[src/rtl/pdp_reg_pkg.sv]
// Shared definitions for the PDP ping-pong register-group controller:
// group status encodings, group count and the status encode helper.
package pdp_reg_pkg;

    localparam logic [1:0] PDP_GRP_IDLE    = 2'd0;
    localparam logic [1:0] PDP_GRP_RUNNING = 2'd1;
    localparam logic [1:0] PDP_GRP_PENDING = 2'd2;

    localparam int PDP_NUM_GROUPS = 2;

    // An enabled group is RUNNING when the datapath owns it, otherwise PENDING.
    function automatic logic [1:0] pdp_grp_status(input logic op_en, input logic is_consumer);
        if (!op_en)
            return PDP_GRP_IDLE;
        return is_consumer ? PDP_GRP_RUNNING : PDP_GRP_PENDING;
    endfunction

endpackage

[src/rtl/pdp_reg_group_ctrl_if.sv]
// Register-side bundle between the PDP single-register block, software
// readback and the datapath; the controller uses the slave view.
interface pdp_reg_group_ctrl_if #(
    parameter int DONE_CNT_W = 16
);
    logic                  producer;
    logic                  op_en_trigger;
    logic                  op_en_wdata;
    logic                  dp2reg_done;
    logic                  consumer;
    logic [1:0]            status_0;
    logic [1:0]            status_1;
    logic                  d0_op_en;
    logic                  d1_op_en;
    logic                  reg2dp_op_en;
    logic [1:0]            intr_done;
    logic [DONE_CNT_W-1:0] d0_done_cnt;
    logic [DONE_CNT_W-1:0] d1_done_cnt;

    modport slave (
        input  producer, op_en_trigger, op_en_wdata, dp2reg_done,
        output consumer, status_0, status_1, d0_op_en, d1_op_en,
               reg2dp_op_en, intr_done, d0_done_cnt, d1_done_cnt
    );

    modport master (
        output producer, op_en_trigger, op_en_wdata, dp2reg_done,
        input  consumer, status_0, status_1, d0_op_en, d1_op_en,
               reg2dp_op_en, intr_done, d0_done_cnt, d1_done_cnt
    );

endinterface

[src/rtl/pdp_reg_group_slot.sv]
// One register group: op_en flag with software set / datapath retire,
// saturating completed-op counter and status encode.
module pdp_reg_group_slot
    import pdp_reg_pkg::*;
#(
    parameter int DONE_CNT_W = 16
) (
    input  logic                  i_clk,
    input  logic                  i_rstn,
    input  logic                  i_set,
    input  logic                  i_retire,
    input  logic                  i_is_consumer,
    output logic                  o_op_en,
    output logic [1:0]            o_status,
    output logic [DONE_CNT_W-1:0] o_done_cnt
);

    logic                  r_op_en;
    logic [DONE_CNT_W-1:0] r_done_cnt;

    // Retire wins over a same-cycle set: the group was enabled, so the set is a no-op anyway.
    always_ff @(posedge i_clk or negedge i_rstn) begin
        if (!i_rstn) begin
            r_op_en    <= 1'b0;
            r_done_cnt <= '0;
        end else begin
            if (i_retire)
                r_op_en <= 1'b0;
            else if (i_set)
                r_op_en <= 1'b1;
            if (i_retire && (r_done_cnt != {DONE_CNT_W{1'b1}}))
                r_done_cnt <= r_done_cnt + 1'b1;
        end
    end

    assign o_op_en    = r_op_en;
    assign o_done_cnt = r_done_cnt;
    assign o_status   = pdp_grp_status(r_op_en, i_is_consumer);

endmodule

[src/rtl/pdp_reg_group_ctrl.sv]
// Ping-pong register-group controller: tracks which group the datapath owns,
// drives the registered op enable and pulses per-group done interrupts.
module pdp_reg_group_ctrl
    import pdp_reg_pkg::*;
#(
    parameter int DONE_CNT_W = 16
) (
    input  logic                 nvdla_core_clk,
    input  logic                 nvdla_core_rstn,
    pdp_reg_group_ctrl_if.slave  regs
);

    logic                      r_consumer;
    logic                      r_reg2dp_op_en;
    logic [PDP_NUM_GROUPS-1:0] r_intr_done;

    logic                      w_retire;
    logic [PDP_NUM_GROUPS-1:0] w_set;
    logic [PDP_NUM_GROUPS-1:0] w_retire_grp;
    logic [PDP_NUM_GROUPS-1:0] w_op_en;
    logic [DONE_CNT_W-1:0]     w_cnt0;
    logic [DONE_CNT_W-1:0]     w_cnt1;
    logic [1:0]                w_status0;
    logic [1:0]                w_status1;

    // A done only counts while the datapath was actually enabled; stray dones vanish here.
    assign w_retire        = regs.dp2reg_done & r_reg2dp_op_en;
    assign w_set[0]        = regs.op_en_trigger & regs.op_en_wdata & ~regs.producer;
    assign w_set[1]        = regs.op_en_trigger & regs.op_en_wdata &  regs.producer;
    assign w_retire_grp[0] = w_retire & ~r_consumer;
    assign w_retire_grp[1] = w_retire &  r_consumer;

    pdp_reg_group_slot #(.DONE_CNT_W(DONE_CNT_W)) u_slot0 (
        .i_clk         (nvdla_core_clk),
        .i_rstn        (nvdla_core_rstn),
        .i_set         (w_set[0]),
        .i_retire      (w_retire_grp[0]),
        .i_is_consumer (~r_consumer),
        .o_op_en       (w_op_en[0]),
        .o_status      (w_status0),
        .o_done_cnt    (w_cnt0)
    );

    pdp_reg_group_slot #(.DONE_CNT_W(DONE_CNT_W)) u_slot1 (
        .i_clk         (nvdla_core_clk),
        .i_rstn        (nvdla_core_rstn),
        .i_set         (w_set[1]),
        .i_retire      (w_retire_grp[1]),
        .i_is_consumer (r_consumer),
        .o_op_en       (w_op_en[1]),
        .o_status      (w_status1),
        .o_done_cnt    (w_cnt1)
    );

    // Forcing op enable low on done guarantees a one-cycle gap before the next group starts.
    always_ff @(posedge nvdla_core_clk or negedge nvdla_core_rstn) begin
        if (!nvdla_core_rstn) begin
            r_consumer     <= 1'b0;
            r_reg2dp_op_en <= 1'b0;
            r_intr_done    <= '0;
        end else begin
            r_reg2dp_op_en <= regs.dp2reg_done ? 1'b0 : w_op_en[r_consumer];
            r_intr_done    <= w_retire_grp;
            if (w_retire)
                r_consumer <= ~r_consumer;
        end
    end

    assign regs.consumer     = r_consumer;
    assign regs.reg2dp_op_en = r_reg2dp_op_en;
    assign regs.intr_done    = r_intr_done;
    assign regs.d0_op_en     = w_op_en[0];
    assign regs.d1_op_en     = w_op_en[1];
    assign regs.status_0     = w_status0;
    assign regs.status_1     = w_status1;
    assign regs.d0_done_cnt  = w_cnt0;
    assign regs.d1_done_cnt  = w_cnt1;

endmodule
[src/flat_wrapper.sv]
// flat-port wrapper written by rule: the top's interface ports become plain ports
module pdp_reg_group_ctrl_flat import pdp_reg_pkg::*;
#(
    parameter int DONE_CNT_W = 16
)
  (nvdla_core_clk, nvdla_core_rstn, regs_producer, regs_op_en_trigger, regs_op_en_wdata, regs_dp2reg_done, regs_consumer, regs_status_0, regs_status_1, regs_d0_op_en, regs_d1_op_en, regs_reg2dp_op_en, regs_intr_done, regs_d0_done_cnt, regs_d1_done_cnt);
  pdp_reg_group_ctrl_if #(.DONE_CNT_W(DONE_CNT_W)) regs_i ();
  input  logic nvdla_core_clk;
  input  logic nvdla_core_rstn;
  input wire logic [$bits(regs_i.producer)-1:0] regs_producer;
  input wire logic [$bits(regs_i.op_en_trigger)-1:0] regs_op_en_trigger;
  input wire logic [$bits(regs_i.op_en_wdata)-1:0] regs_op_en_wdata;
  input wire logic [$bits(regs_i.dp2reg_done)-1:0] regs_dp2reg_done;
  output wire logic [$bits(regs_i.consumer)-1:0] regs_consumer;
  output wire logic [$bits(regs_i.status_0)-1:0] regs_status_0;
  output wire logic [$bits(regs_i.status_1)-1:0] regs_status_1;
  output wire logic [$bits(regs_i.d0_op_en)-1:0] regs_d0_op_en;
  output wire logic [$bits(regs_i.d1_op_en)-1:0] regs_d1_op_en;
  output wire logic [$bits(regs_i.reg2dp_op_en)-1:0] regs_reg2dp_op_en;
  output wire logic [$bits(regs_i.intr_done)-1:0] regs_intr_done;
  output wire logic [$bits(regs_i.d0_done_cnt)-1:0] regs_d0_done_cnt;
  output wire logic [$bits(regs_i.d1_done_cnt)-1:0] regs_d1_done_cnt;
  assign regs_i.producer = regs_producer;
  assign regs_i.op_en_trigger = regs_op_en_trigger;
  assign regs_i.op_en_wdata = regs_op_en_wdata;
  assign regs_i.dp2reg_done = regs_dp2reg_done;
  assign regs_consumer = regs_i.consumer;
  assign regs_status_0 = regs_i.status_0;
  assign regs_status_1 = regs_i.status_1;
  assign regs_d0_op_en = regs_i.d0_op_en;
  assign regs_d1_op_en = regs_i.d1_op_en;
  assign regs_reg2dp_op_en = regs_i.reg2dp_op_en;
  assign regs_intr_done = regs_i.intr_done;
  assign regs_d0_done_cnt = regs_i.d0_done_cnt;
  assign regs_d1_done_cnt = regs_i.d1_done_cnt;
  pdp_reg_group_ctrl #(.DONE_CNT_W(DONE_CNT_W)) u_core (.nvdla_core_clk(nvdla_core_clk), .nvdla_core_rstn(nvdla_core_rstn), .regs(regs_i));
endmodule
[config.mk]
export PLATFORM = sky130hd
export DESIGN_NAME = pdp_reg_group_ctrl_flat
export DESIGN_NICKNAME = d
export VERILOG_FILES = /design/src/rtl/pdp_reg_pkg.sv /design/src/rtl/pdp_reg_group_ctrl_if.sv /design/src/rtl/pdp_reg_group_slot.sv /design/src/rtl/pdp_reg_group_ctrl.sv /design/src/flat_wrapper.sv
export SDC_FILE = /design/constraint.sdc
export NUM_CORES = 1
export LEC_CHECK = 0
export BUFFER_PORTS_ARGS = -buffer_cell sky130_fd_sc_hd__buf_2
export CAP_MARGIN = 15
export CORE_ASPECT_RATIO = 1.25
export CORE_MARGIN = 2
export CORE_UTILIZATION = 34
export CTS_CLUSTER_DIAMETER = 80
export CTS_CLUSTER_SIZE = 20
export DETAILED_ROUTE_END_ITERATION = 8
export HOLD_SLACK_MARGIN = 0.02
export PLACE_DENSITY = 0.65
export SETUP_SLACK_MARGIN = 0.5
export SLEW_MARGIN = 10
export SYNTH_ARGS = -nofsm -noshare
export SYNTH_HDL_FRONTEND = slang
export SYNTH_SLANG_ARGS = --single-unit
[constraint.sdc]
create_clock -name nvdla_core_clk -period 2 [get_ports nvdla_core_clk]
set_input_delay 0.4 -clock nvdla_core_clk [delete_from_list [all_inputs] [get_ports nvdla_core_clk]]
set_output_delay 0.4 -clock nvdla_core_clk [all_outputs]
set_load 0.02 [all_outputs]
==> flow_metrics.py <==
metrics = {
    "run_status": {
        "status": "finished clean",
    },
    "cts": {
        "cts_made_buffers": 5,
        "clk_latency_ns": 0.29,
        "cts_sinks": 38,
        "cts_tree": "built",
        "cts_max_level": 2,
        "cts_buffer_depth": 2,
        "clk_pin_slew_worst_paths_ns": 0.08,
        "cts-root-buf": "clkbuf_8",
    },
    "power_and_ir_drop": {
        "internal_power_w": 0.00157,
        "power_density_nw_per_um2": 901,
        "leakage_nw": 1.33,
        "power.share.clock": 0.222,
        "power_frac_comb": 0.354,
        "power_frac_seq": 0.424,
        "ir_drop_v": 0.000696,
        "p_switching_w": 0.000870,
        "swShare": 0.357,
    },
    "final_layout": {
        "drive_gt1_frac": 0.579,
        "postLayoutCoreUtil": 0.530,
        "fin_cells": 314,
        "insertedDiodeCount": 0,
        "area_growth_pct": 48.5,
        "fin_nets": 259,
    },
    "detailed_routing": {
        "wirelength_um": 4450,
        "wl_per_cell_um": 14.2,
        "routed.top_layer": "met4",
        "vias": 1606,
        "drc": 0,
        "drt_pre_antenna_iters": 4,
        "viasPerCell": 5.11,
        "routedLengthMet1_um": 1870,
        "met3_length_um": 157,
        "wl_met2_um": 2340,
        "final_antenna_net_count": 0,
        "drtIter0Drc": 65,
    },
    "synthesis": {
        "synthArstFlopShare": 1.00,
        "synthCells": 164,
        "ys_types": 35,
        "syn-num-nets": 172,
        "synth_edf_count": 0,
        "ys_warn_count": 0,
        "syn_area_per_cell_um2": 11.1,
        "synth_seq_area_share": 0.521,
        "netlist_area_um2": 1830,
        "synth_top_flop_cell": "dfrtp_1",
        "synth_seq_cells": 38,
    },
    "sta": {
        "rsz0062_at_grt": "yes",
        "finalCritPeriodShare": 0.802,
        "slew_headroom": 0.829,
        "slew_viol_final": 0,
        "final.setup.tns_ns": 0,
        "setup_viol": 0,
        "max_freq_mhz": 623,
        "skew_ns": 0.00844,
        "hold_violations": 0,
        "min_period_ns": 1.60,
        "worstMarginPinSlew_ns": 0.256,
    },
    "setup_path": {
        "end_kind": "flip-flop",
        "crit_type": "flip-flop to flip-flop",
        "cp.required_ns": 2.21,
        "critPathArrivalTime_ns": 1.81,
        "path_max_fanout": 3,
        "startpoint_type": "flip-flop",
    },
    "place": {
        "dp.cells": 274,
        "portBuffers": 47,
        "post-dp-hpwl_um": 2870,
        "place.gp.congestion": 0.835,
    },
    "floorplan": {
        "die_w_um": 69.5,
        "design.die.area_um2": 5980,
        "die_y_um": 85.9,
        "core-area_um2": 5120,
        "start_util": 0.357,
        "io_pins": 48,
        "rows": 29,
    },
    "global_route": {
        "grt_max_degree": 39,
        "grt_usage": 0.152,
        "antenna_found_initial": 0,
        "gr-total-overflow": 0,
        "grt_pass1_wl_um": 7250,
        "grt_pass1_vias": 1549,
    },
    "worst_hold_path": {
        "hold_path_class": "primary input to async pin",
    },
    "job": {
        "maxCapViolations": 0,
    },
}
-- Yosys cell counts, types with 4 or more instances --
cell type	count	share of area
and4_1	4	0.019
inv_1	5	0.010
nand4_1	10	0.034
xnor2_1	15	0.072
nand3_1	12	0.033
xor2_1	10	0.048
dfrtp_1	38	0.52
and2_1	5	0.017
nor2_1	9	0.019
nor3_1	8	0.022
a21oi_1	4	0.011
nand2_1	10	0.021
-- state kept, by name (all words and copies together), names as in the netlist --
signal	count
u_core.u_slot0.o_op_en	1
u_core.u_slot1.o_done_cnt	16
u_core.regs.reg2dp_op_en	1
u_core.regs.intr_done	2
u_core.u_slot1.o_op_en	1
u_core.u_slot0.o_done_cnt	16
u_core.regs.consumer	1
-- per-stage QoR --
stage / setup WS (ns) / cell area, um^2 / total power (W) / hold slack, ns
floorplan: 0.343 / 1910 / 0.00150 / 0.104
global placement: 0.290 / 2240 / 0.00175 / 0.382
detailed placement: 0.259 / 2240 / 0.00177 / 0.383
CTS: 0.422 / 2520 / 0.00240 / 0.0679
global route: 0.341 / 2710 / 0.00257 / 0.0699
finish: 0.395 / 2710 / 0.00244 / 0.0681
-- layout make-up --
class	count	area, um^2
clock buffers	8	90.1
fillers	468	2410
inverters	5	18.8
multi-input cells	120	1010
flip-flops and latches	38	985
well taps	62	77.6
repair buffers	81	532
-- logic make-up (layout without fill, tap and decap cells) --
kind of cell | Yosys count | after routing | synth area share
XOR/XNOR | 25 | 25 | 0.120
AO/OA/AOI/OAI | 10 | 10 | 0.0356
buffers and inverters | 6 | 94 | 0.0130
flip-flops | 38 | 38 | 0.521
AND/OR/NAND/NOR | 79 | 79 | 0.273
multiplexers | 4 | 4 | 0.0240
adder cells (fa/ha/maj) | 2 | 2 | 0.0137
-- what timing repair did --
| item | in CTS | in global routing |
|---|---|---|
| buffers inserted | 15 | 17 |
| pin swaps | 6 | 7 |
| endpoints found under the setup margin | 13 | 29 |
| gates resized for setup | 15 | 17 |
| hold buffers | 0 | 0 |
| hold endpoints to repair | 0 | 0 |
-- worst paths after layout --
check                           depth (start not counted)                            end  slack, ns                          start
min in group nvdla_core_clk                             3         u_core.u_slot1.o_op_en       0.39               regs_op_en_wdata
worst min register to register                          1  u_core.u_slot1.o_done_cnt[10]       0.48  u_core.u_slot1.o_done_cnt[10]
worst min-delay path                                    2   u_core.u_slot0.o_done_cnt[9]       0.07                nvdla_core_rstn
max in group asynchronous                               2           u_core.regs.consumer       1.73                nvdla_core_rstn
worst max-delay path                                    4  u_core.u_slot0.o_done_cnt[11]       0.40           u_core.regs.consumer
worst max register to register                          4  u_core.u_slot0.o_done_cnt[11]       0.40           u_core.regs.consumer
-- routing by layer --
layer  track usage  up-vias
li1              -      763
met1         0.191      797
met2         0.251       37
met3        0.0376        9
met4        0.0606        0
met5             0        -
-- power groups by stage --
stage	registers [W]	logic [W]	clock network [W]
after global placement	0.00108	0.000670	0
after floorplan	0.00120	0.000306	0
after CTS	0.00104	0.000801	0.000561
after detailed placement	0.00108	0.000689	0
after global routing	0.00106	0.000928	0.000590
final	0.00104	0.000864	0.000542
-- worst max-delay path, cell delays in order (launching register included) --
cell,delay (ns)
dfrtp_2,0.40
nand3b_4,0.16
or4_4,0.59
nor3_4,0.22
xor2_1,0.16
-- cells in the final DEF (no fill, tap or decap), types with 2 or more instances in the layout --
cell type and instances:
mux2_4 2, nor3_2 4, xnor2_1 15, clkbuf_1 2, nand2_1 10, dfrtp_1 11, nand3_1 10, buf_12 2
a21oi_1 4, dfrtp_2 27, nor4_2 2, buf_2 45, inv_1 4, a31oi_1 3, nor4_4 2, and2_1 4
buf_6 3, nor3_1 2, ha_4 2, or4_4 2, nor3_4 2, buf_4 31, nor2_1 8, and4_2 2
and4_1 2, clkbuf_8 6, xor2_1 10, nand4_1 10, and3_1 3, nand4b_1 3
No activity file was read; power rests on OpenSTA's default activity.
